`config.mk`:
```
export PLATFORM = sky130hd
export DESIGN_NAME = clk_ratio_monitor
export DESIGN_NICKNAME = d
export VERILOG_FILES = /design/src/rtl/clk_mon_pkg.sv /design/src/rtl/sync_2ff.sv /design/src/rtl/clk_ratio_monitor.sv
export SDC_FILE = /design/constraint.sdc
export NUM_CORES = 1
export LEC_CHECK = 0
export BUFFER_PORTS_ARGS = -buffer_cell sky130_fd_sc_hd__buf_2
export CAP_MARGIN = 30
export CORE_MARGIN = 8
export CORE_UTILIZATION = 50
export CTS_CLUSTER_SIZE = 8
export DETAILED_ROUTE_END_ITERATION = 8
export PLACE_DENSITY_LB_ADDON = 0.12
export REMOVE_ABC_BUFFERS = 1
export SETUP_SLACK_MARGIN = 0.2
export SYNTH_ARGS = -nofsm -noshare
export SYNTH_HDL_FRONTEND = slang
export SYNTH_SLANG_ARGS = --single-unit
```
`constraint.sdc`:
```
create_clock -name clk -period 1.7 [get_ports clk]
set_input_delay 0.17 -clock clk [delete_from_list [all_inputs] [get_ports clk]]
set_output_delay 0.17 -clock clk [all_outputs]
set_load 0.05 [all_outputs]
```
`src/rtl/clk_mon_pkg.sv`:
```
// Shared definitions for the clock-ratio monitor.
// Holds the monitor state encoding and the error-counter width and
// saturation value used by clk_ratio_monitor.
package clk_mon_pkg;

  typedef enum logic [2:0] {
    ST_IDLE    = 3'd0,
    ST_HUNT    = 3'd1,
    ST_LOCKING = 3'd2,
    ST_LOCKED  = 3'd3,
    ST_ERROR   = 3'd4
  } mon_state_t;

  localparam int                   ERR_CNT_W   = 8;
  localparam logic [ERR_CNT_W-1:0] ERR_CNT_MAX = 8'd255;

endpackage

```
`src/rtl/sync_2ff.sv`:
```
// Two-flop synchronizer for one asynchronous bit.
// Ports:
//   clk     - destination clock
//   reset_L - asynchronous active-low reset, both flops clear to 0
//   d       - asynchronous input
//   q       - synchronized output, two clk edges after d settles
module sync_2ff (
  input  logic clk,
  input  logic reset_L,
  input  logic d,
  output logic q
);

  logic meta;

  always_ff @(posedge clk or negedge reset_L) begin
    if (!reset_L) begin
      meta <= 1'b0;
      q    <= 1'b0;
    end else begin
      meta <= d;
      q    <= meta;
    end
  end

endmodule

```
`src/rtl/clk_ratio_monitor.sv`:
```
// Clock-ratio monitor: measures the period of clk_in in clk cycles and
// locks when LOCK_CNT consecutive periods equal DIV exactly. A wrong
// period or a stopped clk_in (no rise within 2*DIV cycles) moves the
// monitor to a sticky error state until clr_err or reset.
// Optional build macro CLK_RATIO_MONITOR_DUTY_EN: also measure the high
// time and treat a high time other than DIV/2 as a bad period.
// Ports:
//   clk     - system clock, all state on its rising edge
//   reset_L - asynchronous active-low reset
//   clk_in  - monitored clock, asynchronous to clk
//   clr_err - synchronous restart to HUNT, clears err, keeps err_cnt
//   locked  - high while the measured period matches DIV
//   err     - sticky error flag
//   period  - last measured period in clk cycles
//   err_cnt - count of bad periods and timeouts, saturating at 255
module clk_ratio_monitor
  import clk_mon_pkg::*;
#(
  parameter  int DIV      = 8,
  parameter  int LOCK_CNT = 4,
  localparam int CW       = $clog2(2*DIV+1)
) (
  input  logic                 clk,
  input  logic                 reset_L,
  input  logic                 clk_in,
  input  logic                 clr_err,
  output logic                 locked,
  output logic                 err,
  output logic [CW-1:0]        period,
  output logic [ERR_CNT_W-1:0] err_cnt
);

  localparam int            GW        = $clog2(LOCK_CNT+1);
  localparam logic [CW-1:0] CNT_MAX   = CW'(2*DIV);
  localparam logic [CW-1:0] PER_GOOD  = CW'(DIV);
  localparam logic [GW-1:0] GOOD_LAST = GW'(LOCK_CNT-1);

  function automatic logic [CW-1:0] cnt_sat_inc(input logic [CW-1:0] v);
    return (v >= CNT_MAX) ? CNT_MAX : v + 1'b1;
  endfunction

  function automatic logic [ERR_CNT_W-1:0] err_sat_inc(input logic [ERR_CNT_W-1:0] v);
    return (v == ERR_CNT_MAX) ? v : v + 1'b1;
  endfunction

  logic       sync_p0;
  logic       sync_p1;
  logic       rise_p2;
  logic [CW-1:0] cnt;
  logic       timeout;
  logic       good_rise;
  logic       bad_rise;
  logic       bad_duty;
  logic       bad_meas;
  logic       stalled;
  logic       err_inc;
  logic [GW-1:0] good_cnt;
  logic [GW-1:0] good_nxt;
  mon_state_t state;
  mon_state_t state_nxt;

  // ---- stage p0: clk_in brought into the clk domain
  sync_2ff u_sync (
    .clk     (clk),
    .reset_L (reset_L),
    .d       (clk_in),
    .q       (sync_p0)
  );

  // ---- stage p1/p2: registered edge detection, rise is 1 clk wide
  always_ff @(posedge clk or negedge reset_L) begin
    if (!reset_L) begin
      sync_p1 <= 1'b0;
      rise_p2 <= 1'b0;
    end else begin
      sync_p1 <= sync_p0;
      rise_p2 <= sync_p0 & ~sync_p1;
    end
  end

  // ---- measurement: cycles since the last rise or timeout restart
  // A timeout restarts the counter so a long stall produces repeated
  // timeout events; the stalled flag keeps ERROR from counting them twice.
  assign timeout   = !rise_p2 && (cnt == CNT_MAX);
  assign good_rise = rise_p2 && (cnt == PER_GOOD);
  assign bad_rise  = rise_p2 && (cnt != PER_GOOD);

  always_ff @(posedge clk or negedge reset_L) begin
    if (!reset_L) begin
      cnt     <= '0;
      period  <= '0;
      stalled <= 1'b0;
    end else begin
      if (rise_p2 || timeout) cnt <= CW'(1);
      else                    cnt <= cnt_sat_inc(cnt);
      if (rise_p2) period <= cnt;
      if (rise_p2)      stalled <= 1'b0;
      else if (timeout) stalled <= 1'b1;
    end
  end

`ifdef CLK_RATIO_MONITOR_DUTY_EN
  localparam logic [CW-1:0] HIGH_GOOD = CW'(DIV/2);

  logic          fall_p2;
  logic [CW-1:0] hi_cnt;

  // High time is the count since the last rise, sampled at the fall.
  always_ff @(posedge clk or negedge reset_L) begin
    if (!reset_L) begin
      fall_p2 <= 1'b0;
      hi_cnt  <= '0;
    end else begin
      fall_p2 <= ~sync_p0 & sync_p1;
      if (rise_p2) hi_cnt <= CW'(1);
      else         hi_cnt <= cnt_sat_inc(hi_cnt);
    end
  end

  assign bad_duty = fall_p2 && (hi_cnt != HIGH_GOOD);
`else
  assign bad_duty = 1'b0;
`endif

  assign bad_meas = bad_rise || bad_duty || timeout;

  // ---- control FSM
  always_ff @(posedge clk or negedge reset_L) begin
    if (!reset_L) begin
      state    <= ST_IDLE;
      good_cnt <= '0;
      err_cnt  <= '0;
    end else begin
      state    <= state_nxt;
      good_cnt <= good_nxt;
      if (err_inc) err_cnt <= err_sat_inc(err_cnt);
    end
  end

  always_comb begin
    state_nxt = state;
    good_nxt  = good_cnt;
    err_inc   = 1'b0;
    case (state)
      ST_IDLE: state_nxt = ST_HUNT;
      ST_HUNT: begin
        // The first rise only opens a measurement window.
        if (rise_p2) begin
          state_nxt = ST_LOCKING;
          good_nxt  = '0;
        end
      end
      ST_LOCKING: begin
        if (bad_meas) begin
          state_nxt = ST_ERROR;
          err_inc   = 1'b1;
        end else if (good_rise) begin
          if (good_cnt == GOOD_LAST) state_nxt = ST_LOCKED;
          else                       good_nxt  = good_cnt + 1'b1;
        end
      end
      ST_LOCKED: begin
        if (bad_meas) begin
          state_nxt = ST_ERROR;
          err_inc   = 1'b1;
        end
      end
      ST_ERROR: begin
        if (timeout && !stalled) err_inc = 1'b1;
      end
      default: state_nxt = ST_IDLE;
    endcase
    // Restart overrides any transition, but an error seen this cycle
    // is still counted.
    if (clr_err && (state != ST_IDLE)) state_nxt = ST_HUNT;
  end

  assign locked = (state == ST_LOCKED);
  assign err    = (state == ST_ERROR);

endmodule

```
## Word level (Yosys, flattened, before mapping)

Cells that the tools add are included.
Widths: inputs -> output; s select.

- $add $sub $neg: 3
- $lt $le $gt $ge: 1
- Equal/unequal tests: 18
- Muxes and demuxes: 19
- Bitwise operators: 3
- Reductions and logical operators: 17

Operators with widths:

| operator | number |
|---|---|
| $mux 3 | 10 |
| $pmux 3 s5 | 1 |
| $mux 5 | 2 |
| $reduce_and 5->1 | 2 |
| $eq 3x2->1 const B | 3 |
| $add 8x1->8 const B | 1 |
| $eq 8x8->1 const B | 1 |
| $ne 2x2->1 const B | 4 |
| $ne 4x4->1 const B | 2 |
| $pmux 3 s2 | 1 |
| $add 5x1->5 const B | 1 |
| $eq 5x4->1 const B | 1 |
| $eq 5x5->1 const B | 1 |
| $ge 5x5->1 const B | 1 |
| $logic_and 1x1->1 | 5 |
| $ne 5x4->1 const B | 1 |
| $mux 1 | 4 |
| $reduce_bool 2->1 | 2 |
| $add 3x1->3 const B | 1 |
| $eq 3x1->1 const B | 1 |
| $eq 3x3->1 const B | 1 |
| $logic_not 3->1 | 1 |
| $ne 3x1->1 const B | 1 |
| $ne 3x3->1 const B | 1 |
| 9 further kinds | 12 |

- Register bits after elaboration: 29
- Bits of input ports: 4
- Output and inout port bits: 15
- Logic and storage cells: 71

## Depth between registers and ports, before layout

Gate-level depths: netlist of run 1.

- Depth after elaboration: 6
- Depth in mapped cells: 6
- Gate-level depth less buffers: 6

## By module

From an unflattened synthesis of run 1, not the netlist that was laid out.

- Cell total of the unflattened synthesis: 121
- Area total of the unflattened synthesis: 1383.8 µm²

By module, submodules not included:

| module | instances | cells each | area an instance (µm²) | sequential area each (µm²) |
|---|---|---|---|---|
| clk_ratio_monitor | 1 | 119 | 1333.8 | 675.6 |
| sync_2ff | 1 | 2 | 50.0 | 50.0 |

## Worst setup path after synthesis of run 1

Ideal clock, no wire load.

- Path kind: reg-to-reg
- Start: reg state[0]
- End: reg err_cnt[1]
- Library setup time: 0.125 ns
- Arrival: 1.767 ns
- Required time: 1.575 ns
- Path slack: -0.192 ns
- Stages on the path, launching flop included: 5
- Buffers on the path: 0
- Clock period less this slack: 1.892 ns
- Path through: dfrtp_1 -> nor3b_4 -> nand3_4 -> a22oi_4 -> mux2_4

- Elaborated cells on any way between the ends: 6
- Classes of those cells: 3 x eq/ne; 1 x mux; 2 x reduce/logical

RTL lines:

| item | line | text |
|---|---|---|
| start: declaration | clk_ratio_monitor.sv:59 | `mon_state_t state;` |
| start signal: assignment | clk_ratio_monitor.sv:134 | `state <= state_nxt;` |
| $eq 3x3->1 | -- |  |
| via err | clk_ratio_monitor.sv:28 | `output logic err,` |
| $pmux 1 s2 | clk_ratio_monitor.sv:144 | `case (state)` |
| $reduce_and 2->1 (no line) | -- |  |
| end signal: assignment | clk_ratio_monitor.sv:136 | `if (err_inc) err_cnt <= err_sat_inc(err_cnt);` |
| end: declaration | clk_ratio_monitor.sv:30 | `output logic [ERR_CNT_W-1:0] err_cnt` |

The timed path passes the listed nets, and every way through them passes these cells.
A chain may end at the register's enable or synchronous reset.

## Final worst setup path of run 1

- Start: reg cnt[1]
- End: reg err_cnt[1]

- Word-level cells in the longest chain between the ends: 6
- Elaborated cells on any way between the ends: 10
- Classes of those cells: 2 x eq/ne; 3 x mux; 5 x reduce/logical

RTL lines:

| item | line | text |
|---|---|---|
| start: declaration | clk_ratio_monitor.sv:49 | `logic [CW-1:0] cnt;` |
| start signal: assignment | clk_ratio_monitor.sv:95 | `else cnt <= cnt_sat_inc(cnt);` |
| $eq 5x5->1 or $ne 5x4->1 (tied branches) | clk_ratio_monitor.sv:84, clk_ratio_monitor.sv:86 |  |
| $logic_and 1x1->1, on equally long branches | clk_ratio_monitor.sv:84, clk_ratio_monitor.sv:86 |  |
| $logic_and 1x1->1 or $logic_or 1x1->1 (tied branches) | clk_ratio_monitor.sv:169, clk_ratio_monitor.sv:125 |  |
| $mux 1, on equally long branches | clk_ratio_monitor.sv:169, clk_ratio_monitor.sv:154, clk_ratio_monitor.sv:163 |  |
| $pmux 1 s2 * | clk_ratio_monitor.sv:144 |  |
| $reduce_and 2->1 (no line) * | -- |  |

Mark *: on every way between the ends. The rest lies on a longest branch, timed or not.

==> results of run 1 <==
==> synthesized netlist by cell type, drive strengths merged, types with 2 or more instances <==
master and instances:
a21oi 4, ha 5, a22oi 2, inv 7, o21ai 4, and3 2, a211oi 2, nand3 6
mux2 8, xor2 5, nand2 6, nor2 8, buf 3, dfrtp 29, nand2b 4, and3b 2
nor3b 2, mux2i 3, nor2b 2, nor3 4
==> layout by cell type, fill, tap and decap left out, types with 2 or more instances in the layout <==
| cell type | count |
|---|---|
| clkinv_2 | 2 |
| mux2_2 | 4 |
| nor2_1 | 8 |
| dfrtp_1 | 28 |
| xor2_1 | 5 |
| buf_4 | 13 |
| buf_8 | 2 |
| nand2b_1 | 4 |
| a211oi_2 | 2 |
| nor3_1 | 3 |
| ha_1 | 4 |
| nand3_1 | 4 |
| inv_2 | 2 |
| mux2i_1 | 3 |
| buf_2 | 16 |
| mux2_4 | 4 |
| a21oi_1 | 2 |
| and3_1 | 2 |
| dlygate4sd3_1 | 2 |
| nand2_1 | 6 |
| o21ai_0 | 4 |
| clkbuf_4 | 5 |
| nor2b_1 | 2 |
| inv_1 | 5 |
| buf_6 | 3 |
| a21oi_2 | 2 |
==> sequential cells by signal, summed over array words and instances (netlist names) <==
name and flops:
cnt 5, err_cnt 8, good_cnt 3, period 5, rise_p2 1, stalled 1, state 3, sync_p1 1
u_sync.meta 1, u_sync.q 1
==> power by group through the flow <==
| stage | Combinational, W | Sequential (W) | Clock, W |
|---|---|---|---|
| after detailed placement | 0.000781 | 0.000948 | 0 |
| final | 0.000836 | 0.000940 | 0.000394 |
| after CTS | 0.000828 | 0.000940 | 0.000418 |
| after floorplan | 0.000283 | 0.00122 | 0 |
| after global placement | 0.000773 | 0.000937 | 0 |
| after global routing | 0.000900 | 0.000957 | 0.000450 |
==> cell type report <==
class / instances / area [um2]
Inverter: 7 / 26.3
Clock inverter: 2 / 10.0
Timing Repair Buffer: 36 / 262
Clock buffer: 6 / 41.3
Tap cell: 31 / 38.8
Sequential cell: 29 / 727
Fill cell: 219 / 932
Multi-Input combinational cell: 82 / 721
==> stage by stage <==
stage               std cells  hold slack, ns  total power, W  setup TNS [ns]
global route              193          0.0220         0.00231          -0.379
floorplan                 118          -0.126         0.00150          -0.845
CTS                       189          0.0110         0.00219         -0.0341
detailed placement        173           0.222         0.00173         -0.0764
global placement          173           0.224         0.00171               0
finish                    193          0.0355         0.00217        -0.00410
==> metal layers <==
layer	vias to the layer above	wire [um]
met5	-	0
met3	5	111
met1	522	1260
li1	503	-
met4	0	52
met2	15	1380
==> worst reg2reg max path, cell delays in order, from the launching register on <==
cell and delay (ns):
dfrtp_1 0.41, inv_2 0.07, ha_4 0.14, and4bb_4 0.27, nand3_4 0.16, a22oi_4 0.23
mux2_4 0.31
==> worst paths after layout <==
kind | startpoint | to | slack (ns) | depth (start not counted)
setup / recovery | cnt[1]$_DFF_PN0_ | err_cnt[1]$_DFFE_PN0P_ | -0.004 | 6
hold / removal | clr_err | state[2]$_DFFE_PN0P_ | 0.04 | 2
setup reg to reg | cnt[1]$_DFF_PN0_ | err_cnt[1]$_DFFE_PN0P_ | -0.004 | 6
hold reg to reg | u_sync.meta$_DFF_PN0_ | u_sync.q$_DFF_PN0_ | 0.36 | 0
max in group asynchronous | reset_L | state[0]$_DFFE_PN0P_ | 0.88 | 2
min in group asynchronous | reset_L | period[3]$_DFFE_PN0P_ | 0.38 | 2
==> cells by family (layout without fill, tap and decap cells) <==
| logic type | Yosys count | in the layout |
|---|---|---|
| DFF | 29 | 29 |
| buffers and inverters | 10 | 51 |
| adders and majority gates | 5 | 5 |
| AOI/OAI and AO/OA | 18 | 18 |
| xor gates and xnor gates | 6 | 6 |
| muxes | 11 | 11 |
| and+or+nand+nor | 42 | 42 |
==> repair_timing <==
item                                   CTS  global route
endpoints found under the hold margin   30             0
setup endpoints to repair               15            15
setup buffers                            6             4
pin swaps                                5             5
hold buffers                             2             0
resized for setup                       15             6
==> flow_metrics.env, run 1 <==
export IMPL_area_growth_pct=26.2
export IMPL_synth_seq_cells=29
export IMPL_min_period_ns=1.70
export IMPL_worst_setup_path_type="reg2reg"
export IMPL_critPathSlowestCell="dfrtp_1"
export IMPL_violations="setup timing"
export IMPL_yosysTopAreaCell="dfrtp_1"
export IMPL_cts_max_level=2
export IMPL_required_ns=1.90
export IMPL_slew_limit_headroom_pct=58.6
export IMPL_synth_fa_ha_area_share_pct=4.33
export IMPL_overflow=0
export IMPL_ys_top_cells_by_area="dfrtp_1 (50%), ha_1 (4.3%), mux2_4 (4.2%)"
export IMPL_setup_violations=1
export IMPL_cts_tree="yes"
export IMPL_clock_power_share_pct=18.2
export IMPL_clock_path_buffers=2
export IMPL_cts_buffers=5
export IMPL_yosys_area_share_simple_pct=18.4
export IMPL_grt_pass1_wl_um=4820
export IMPL_synth_compound_area_share_pct=11.2
export IMPL_yosysUniqueCellTypes=41
export IMPL_fp_row_count=19
export IMPL_ioPinCount=19
export IMPL_grt_max_degree=30
export IMPL_ant_nets=0
export IMPL_wl_per_cell_um=14.5
export IMPL_peakVddDrop_mv=0.980
export IMPL_core_area_um2=2760
export IMPL_drt_wl_total_um=2800
export IMPL_nets=170
export IMPL_synth_top_flop_cell="dfrtp_1"
export IMPL_ys_warn_count=0
export IMPL_async_flop_share_pct=100
export IMPL_grt_util_met1_pct=13.6
export IMPL_setup_worst_path_start_class="flip-flop"
export IMPL_drv_slew=0
export IMPL_cp_max_fo=7
export IMPL_antenna_found_initial=0
export IMPL_avgSynthCellArea_um2=12.0
export IMPL_power_density_nw_per_um2=1190
export IMPL_clock_latency_ns=0.32
export IMPL_synth_xor_area_share_pct=3.63
export IMPL_cts_sinks=29
export IMPL_via_count=1045
export IMPL_critPathTopFamily="simple AND/OR/NAND/NOR gates"
export IMPL_critPathArrivalTime_ns=1.91
export IMPL_place_ws_ns=-0.0363
export IMPL_clockRootBuffer="clkbuf_4"
export IMPL_design_area_um2=1830
export IMPL_dieWidth_um=69.8
export IMPL_synthCells=121
export IMPL_hold_class="in2reg"
export IMPL_layout_drive_gt1_share_pct=43.2
export IMPL_ys_seq_area_share_pct=50.2
export IMPL_switchingPower_w=0.000877
export IMPL_rsz0062_at_grt="yes"
export IMPL_clock_skew_ns=0.0109
export IMPL_start_util_pct=52.5
export IMPL_synthMuxAreaShare_pct=9.34
export IMPL_p_leak_nw=0.874
export IMPL_clk_pin_slew_ns=0.10
export IMPL_drc=0
export IMPL_outcome="finished with violations"
export IMPL_p_comb_share_pct=38.5
export IMPL_hold_viol_final=0
export IMPL_met3_usage_pct=4.58
export IMPL_portBuffers=18
export IMPL_dpl_hpwl_um=1900
export IMPL_setup_ws_ns=-0.00410
export IMPL_die_y_um=69.8
export IMPL_maxCapViolCount=0
export IMPL_place_area_um2=1600
export IMPL_yosysTopAreaCellShare_pct=50.2
export IMPL_max_stage_delay_ns=0.41
export IMPL_worst_pin_slew_ns=0.621
export IMPL_gp_congestion=0.832
export IMPL_viasPerCell=5.41
export IMPL_intPower_w=0.00129
export IMPL_synth_top_family_by_area="simple AND/OR/NAND/NOR gates"
export IMPL_timing_final_crit_share_pct=100
export IMPL_fmax_mhz=587
export IMPL_grt_pass1_vias=1101
export IMPL_grt_busiest_layer="met2"
export IMPL_grt_use_total_pct=12.0
export IMPL_seqPwrFrac_pct=43.3
export IMPL_antenna_cells=0
export IMPL_critPathBufInv=1
export IMPL_swShare_pct=40.4
export IMPL_fin_util_pct=66.2
export IMPL_drt_first_pass_iters=3
export IMPL_die_area_um2=4870
export IMPL_drtIter0Drc=42
export IMPL_critical_path_endpoint_type="flip-flop"
export IMPL_synth_area_um2=1450
export IMPL_grt_util_met2_pct=19.8
export IMPL_worstPathCellList="inv_2 -> ha_4 -> and4bb_4 -> nand3_4 -> a22oi_4 -> mux2_4"
export IMPL_synth_edf_count=0
No activity file was read; power rests on OpenSTA's default activity.
==> run 2: changes to the inputs <==
- CORE_MARGIN: 8 -> default
- PLACE_DENSITY_LB_ADDON: 0.12 -> 0.2
==> flow_metrics.env, run 2 (same netlist as run 1, synthesis figures left out) <==
export IMPL_outcome="finished with violations"
export IMPL_violations="setup timing"
export IMPL_cts_tree="yes"
export IMPL_place_area_um2=1610
export IMPL_drtIter0Drc=14
export IMPL_grt_util_met1_pct=23.4
export IMPL_r2r_end="err_cnt[1]$_DFFE_PN0P_"
export IMPL_regMostFlops="err_cnt"
export IMPL_setup_ws_ns=-0.00261
export IMPL_cts_buffers=5
export IMPL_endpoint="err_cnt[1]$_DFFE_PN0P_"
export IMPL_gp_congestion=0.736
export IMPL_r2r_cells=6
export IMPL_rsz0062_at_grt="yes"
export IMPL_design_area_um2=1810
export IMPL_area_growth_pct=25.0
export IMPL_largestRegisters="err_cnt x8, cnt x5, period x5"
export IMPL_start_util_pct=52.5
export IMPL_r2r_slack_ns=-0.003
export IMPL_layout_drive_gt1_share_pct=41.3
export IMPL_hold_viol_final=0
export IMPL_clock_latency_ns=0.32
export IMPL_dpl_hpwl_um=1930
export IMPL_fin_hold_ws_ns=0.353
export IMPL_mostFrequentLayoutCells="dfrtp_1 (28), buf_2 (16), buf_4 (13), nor2_1 (8), nand2_1 (6)"
export IMPL_grt_busiest_layer="met2"
export IMPL_nets=169
export IMPL_core_area_um2=2760
export IMPL_maxCapViolCount=0
export IMPL_ant_nets=0
export IMPL_via_count=1041
export IMPL_antenna_cells=0
export IMPL_timing_final_crit_share_pct=100
export IMPL_required_ns=1.90
export IMPL_grt_max_degree=30
export IMPL_drt_wl_total_um=2690
export IMPL_wl_per_cell_um=14.1
export IMPL_final_common_cell="dfrtp_1"
export IMPL_grt_pass1_wl_um=4510
export IMPL_reg2reg_from="cnt[0]$_DFF_PN0_"
export IMPL_clk_pin_slew_ns=0.10
export IMPL_overflow=0
export IMPL_dieWidth_um=55.8
export IMPL_cts_max_level=2
export IMPL_grt_pass1_vias=1013
export IMPL_min_period_ns=1.70
export IMPL_fmax_mhz=587
export IMPL_viasPerCell=5.45
export IMPL_power_density_nw_per_um2=1220
export IMPL_die_y_um=55.8
export IMPL_post_place_cells=174
export IMPL_worst_pin_slew_ns=0.640
export IMPL_slew_limit_headroom_pct=57.3
export IMPL_die_area_um2=3110
export IMPL_critical_path_endpoint_type="flip-flop"
export IMPL_met3_usage_pct=7.21
export IMPL_antenna_found_initial=0
export IMPL_worst_setup_path_type="reg2reg"
export IMPL_clock_path_buffers=2
export IMPL_largest_reg_flops=8
export IMPL_cp_max_fo=8
export IMPL_grt_use_total_pct=19.4
export IMPL_clock_skew_ns=0.0116
export IMPL_drc=0
export IMPL_hold_class="reg2reg"
export IMPL_startpoint="cnt[0]$_DFF_PN0_"
export IMPL_p_leak_nw=0.863
export IMPL_ioPinCount=19
export IMPL_setup_violations=2
export IMPL_instances_no_fill=191
export IMPL_cts_sinks=29
export IMPL_portBuffers=18
export IMPL_drt_first_pass_iters=4
export IMPL_drv_slew=0
export IMPL_peakVddDrop_mv=1.14
export IMPL_critPathArrivalTime_ns=1.90
export IMPL_fp_row_count=19
export IMPL_clockRootBuffer="clkbuf_4"
export IMPL_grt_util_met2_pct=32.0
export IMPL_setup_worst_path_start_class="flip-flop"
-- run 2: metrics by stage --
step	utilization (%)	power [W]	setup WS (ns)	TNS (ns)
floorplan	-	0.00150	-0.192	-0.845
global placement	58.4	0.00170	0.0294	0
detailed placement	58.4	0.00173	-0.0628	-0.232
CTS	63.3	0.00219	-0.0574	-0.0924
global route	65.6	0.00234	-0.0611	-0.252
finish	65.6	0.00220	-0.00261	-0.00418
-- run 2: routing by layer --
| metal | share of wire (%) | wire, um |
|---|---|---|
| met5 | 0 | 0 |
| met4 | 0.45 | 12 |
| met3 | 3.8 | 103 |
| met2 | 50 | 1350 |
| met1 | 46 | 1230 |
-- run 2: timing repair --
action,4_1_cts,5_1_grt
setup endpoints to repair,15,15
pin swaps,7,8
gates cloned,0,0
endpoints found under the hold margin,30,2
gates resized for setup,14,4
hold buffers,2,1
setup buffers,2,5
-- run 2: worst min path at each step --
stage / start / endpoint / slack (ns) / cells past startpoint
2_1_floorplan: reset_L / cnt[0]$_DFF_PN0_ / -0.13 / 0
3_3_place_gp: reset_L / state[0]$_DFFE_PN0P_ / 0.23 / 1
3_5_place_dp: reset_L / state[0]$_DFFE_PN0P_ / 0.24 / 1
4_1_cts: clr_err / state[2]$_DFFE_PN0P_ / 0.02 / 2
5_1_grt: u_sync.meta$_DFF_PN0_ / u_sync.q$_DFF_PN0_ / 0.36 / 0
6_report: u_sync.meta$_DFF_PN0_ / u_sync.q$_DFF_PN0_ / 0.35 / 0
-- run 2: power breakdown --
part	total, W	internal, W	switching, W
combinational	0.000834	0.000321	0.000513
clock	0.000426	0.000195	0.000231
sequential	0.000943	0.000818	0.000126
-- run 2: critical path: stages, from the launching register on --
cell and delay [ns]:
dfrtp_1 0.40, inv_2 0.07, ha_4 0.14, and3b_4 0.22
o2111ai_4 0.21, a22oi_4 0.22, mux2_4 0.31
-- run 2: area by class of cell --
cell class	instances	area, um2
multi-input combinational	82	712
sequential	29	727
fill	220	950
tap	31	38.8
clock buffer	7	55.1
inverter	7	26.3
timing repair buffer	35	249
==> run 3: changes to the inputs <==
- CORE_MARGIN: default -> 2
- CORE_UTILIZATION: 50 -> 30
- REMOVE_ABC_BUFFERS: 1 -> default
==> flow_metrics.env, run 3 (same netlist as run 1, synthesis figures left out) <==
export IMPL_critical_path_endpoint_type="flip-flop"
export IMPL_area_growth_pct=33.0
export IMPL_drt_first_pass_iters=4
export IMPL_hold_viol_final=0
export IMPL_die_area_um2=5390
export IMPL_clock_path_buffers=2
export IMPL_clk_pin_slew_ns=0.06
export IMPL_clockRootBuffer="clkbuf_8"
export IMPL_gp_congestion=0.791
export IMPL_grt_use_total_pct=12.9
export IMPL_hold_class="in2reg"
export IMPL_post_place_cells=200
export IMPL_nets=173
export IMPL_timing_final_crit_share_pct=98.5
export IMPL_setup_tns_ns=0
export IMPL_clock_skew_ns=0.00506
export IMPL_drv_slew=0
export IMPL_layout_drive_gt1_share_pct=45.1
export IMPL_setup_violations=0
export IMPL_required_ns=1.86
export IMPL_worst_setup_path_type="reg2reg"
export IMPL_viasPerCell=4.86
export IMPL_cp_max_fo=8
export IMPL_ioPinCount=19
export IMPL_critPathArrivalTime_ns=1.84
export IMPL_max_stage_delay_ns=0.38
export IMPL_instances_no_fill=218
export IMPL_p_leak_nw=0.896
export IMPL_regMostFlops="err_cnt"
export IMPL_ant_nets=0
export IMPL_worstPathCellList="inv_2 -> ha_4 -> and3b_4 -> o2111ai_4 -> a21oi_2 -> mux2_4"
export IMPL_wl_per_cell_um=13.5
export IMPL_final_common_cell="dfrtp_1"
export IMPL_portBuffers=18
export IMPL_power_density_nw_per_um2=1260
export IMPL_drt_wl_total_um=2940
export IMPL_via_count=1059
export IMPL_overflow=0
export IMPL_largestRegisters="err_cnt x8, cnt x5, period x5"
export IMPL_drc=0
export IMPL_maxCapViolCount=0
export IMPL_mostFrequentLayoutCells="dfrtp_1 (27), buf_2 (16), buf_4 (16), nor2_1 (8)"
export IMPL_fmax_mhz=597
export IMPL_cts_sinks=29
export IMPL_worst_pin_slew_ns=0.439
export IMPL_core_area_um2=4690
export IMPL_grt_pass1_wl_um=5160
export IMPL_cts_tree="yes"
export IMPL_cts_buffers=5
export IMPL_peakVddDrop_mv=0.662
export IMPL_outcome="complete, no violations"
export IMPL_drtIter0Drc=52
export IMPL_slew_limit_headroom_pct=70.8
export IMPL_fin_util_pct=41.0
export IMPL_start_util_pct=30.8
export IMPL_setup_worst_path_start_class="flip-flop"
export IMPL_cts_max_level=2
export IMPL_fill_cells=458
export IMPL_synth_nets=130
export IMPL_grt_pass1_vias=1117
export IMPL_antenna_found_initial=0
export IMPL_rsz0062_at_grt="yes"
export IMPL_critPathSlowestCell="dfrtp_1"
export IMPL_largest_reg_flops=8
export IMPL_fp_row_count=25
export IMPL_grt_max_degree=19
export IMPL_min_period_ns=1.68
export IMPL_antenna_cells=0
export IMPL_dpl_hpwl_um=2120
export IMPL_die_y_um=73.4
export IMPL_clock_latency_ns=0.28
export IMPL_dieWidth_um=73.4
## run 3: changes by cell type in the layout (fill, tap and decap cells not counted), moves of 2 or more
cell,previous run,this run
clkbuf_4,5,0
clkbuf_8,1,6
buf_4,13,16
buf_6,1,3
## run 3: what timing repair did
action                                  4_1_cts  5_1_grt
endpoints found under the setup margin       15       17
pin swaps                                     9        9
buffers inserted                              6        3
hold buffers                                  2        0
resized for setup                            11       13
endpoints found under the hold margin        18        0
## run 3: worst max-delay path: cells and delay by family, from the launching register on
kind            cells  cell delay, ns
fa+ha+maj           1            0.14
buf+inv             1            0.07
mux                 1            0.31
simple gates        1            0.21
compound gates      2            0.45
flops               1            0.38
## run 3: area by class of cell
class	count	area [um2]	area share (%)
Tap cell	54	67.6	3.51
Sequential cell	29	728	37.9
Timing Repair Buffer	39	284	14.8
Inverter	7	26.3	1.37
Multi-Input combinational cell	82	731	38.0
Clock buffer	7	86.3	4.49
## run 3: power breakdown
group / internal, W / leakage [nW] / total, W / switching [W]
registers: 0.000822 / 0.374 / 0.000927 / 0.000105
clock network: 0.000320 / 0.0443 / 0.000563 / 0.000242
logic: 0.000371 / 0.478 / 0.000926 / 0.000556
total: 0.00151 / 0.896 / 0.00242 / 0.000903
## run 3: worst paths after layout
path,slack (ns),end,start,cells past startpoint
worst max-delay path,0.02,err_cnt[4]$_DFFE_PN0P_,cnt[1]$_DFF_PN0_,6
worst min-delay path,0.08,state[1]$_DFFE_PN0P_,clr_err,2
worst max register to register,0.02,err_cnt[4]$_DFFE_PN0P_,cnt[1]$_DFF_PN0_,6
worst min register to register,0.35,u_sync.q$_DFF_PN0_,u_sync.meta$_DFF_PN0_,0
max in group asynchronous,0.80,period[0]$_DFFE_PN0P_,reset_L,3
min in group asynchronous,0.37,cnt[3]$_DFF_PN0_,reset_L,2
## run 3: routing by layer
layer | vias to the layer above | global-route usage, % | part of all wire, %
li1 | 512 | - | -
met1 | 522 | 14.6 | 43
met2 | 19 | 21.8 | 51
met3 | 6 | 4.39 | 4.1
met4 | 0 | 6.26 | 1.9
met5 | - | 0 | 0
## run 3: through the flow
stage | hold WS, ns | total power [W] | setup WS, ns | instance area [um2]
after floorplan | -0.126 | 0.00151 | -0.142 | 1450
after global placement | 0.136 | 0.00173 | -0.00790 | 1660
after detailed placement | 0.148 | 0.00175 | -0.0640 | 1660
after CTS | 0.0685 | 0.00241 | 0.0104 | 1850
after global routing | 0.0672 | 0.00258 | -0.0351 | 1920
final | 0.0767 | 0.00242 | 0.0249 | 1920
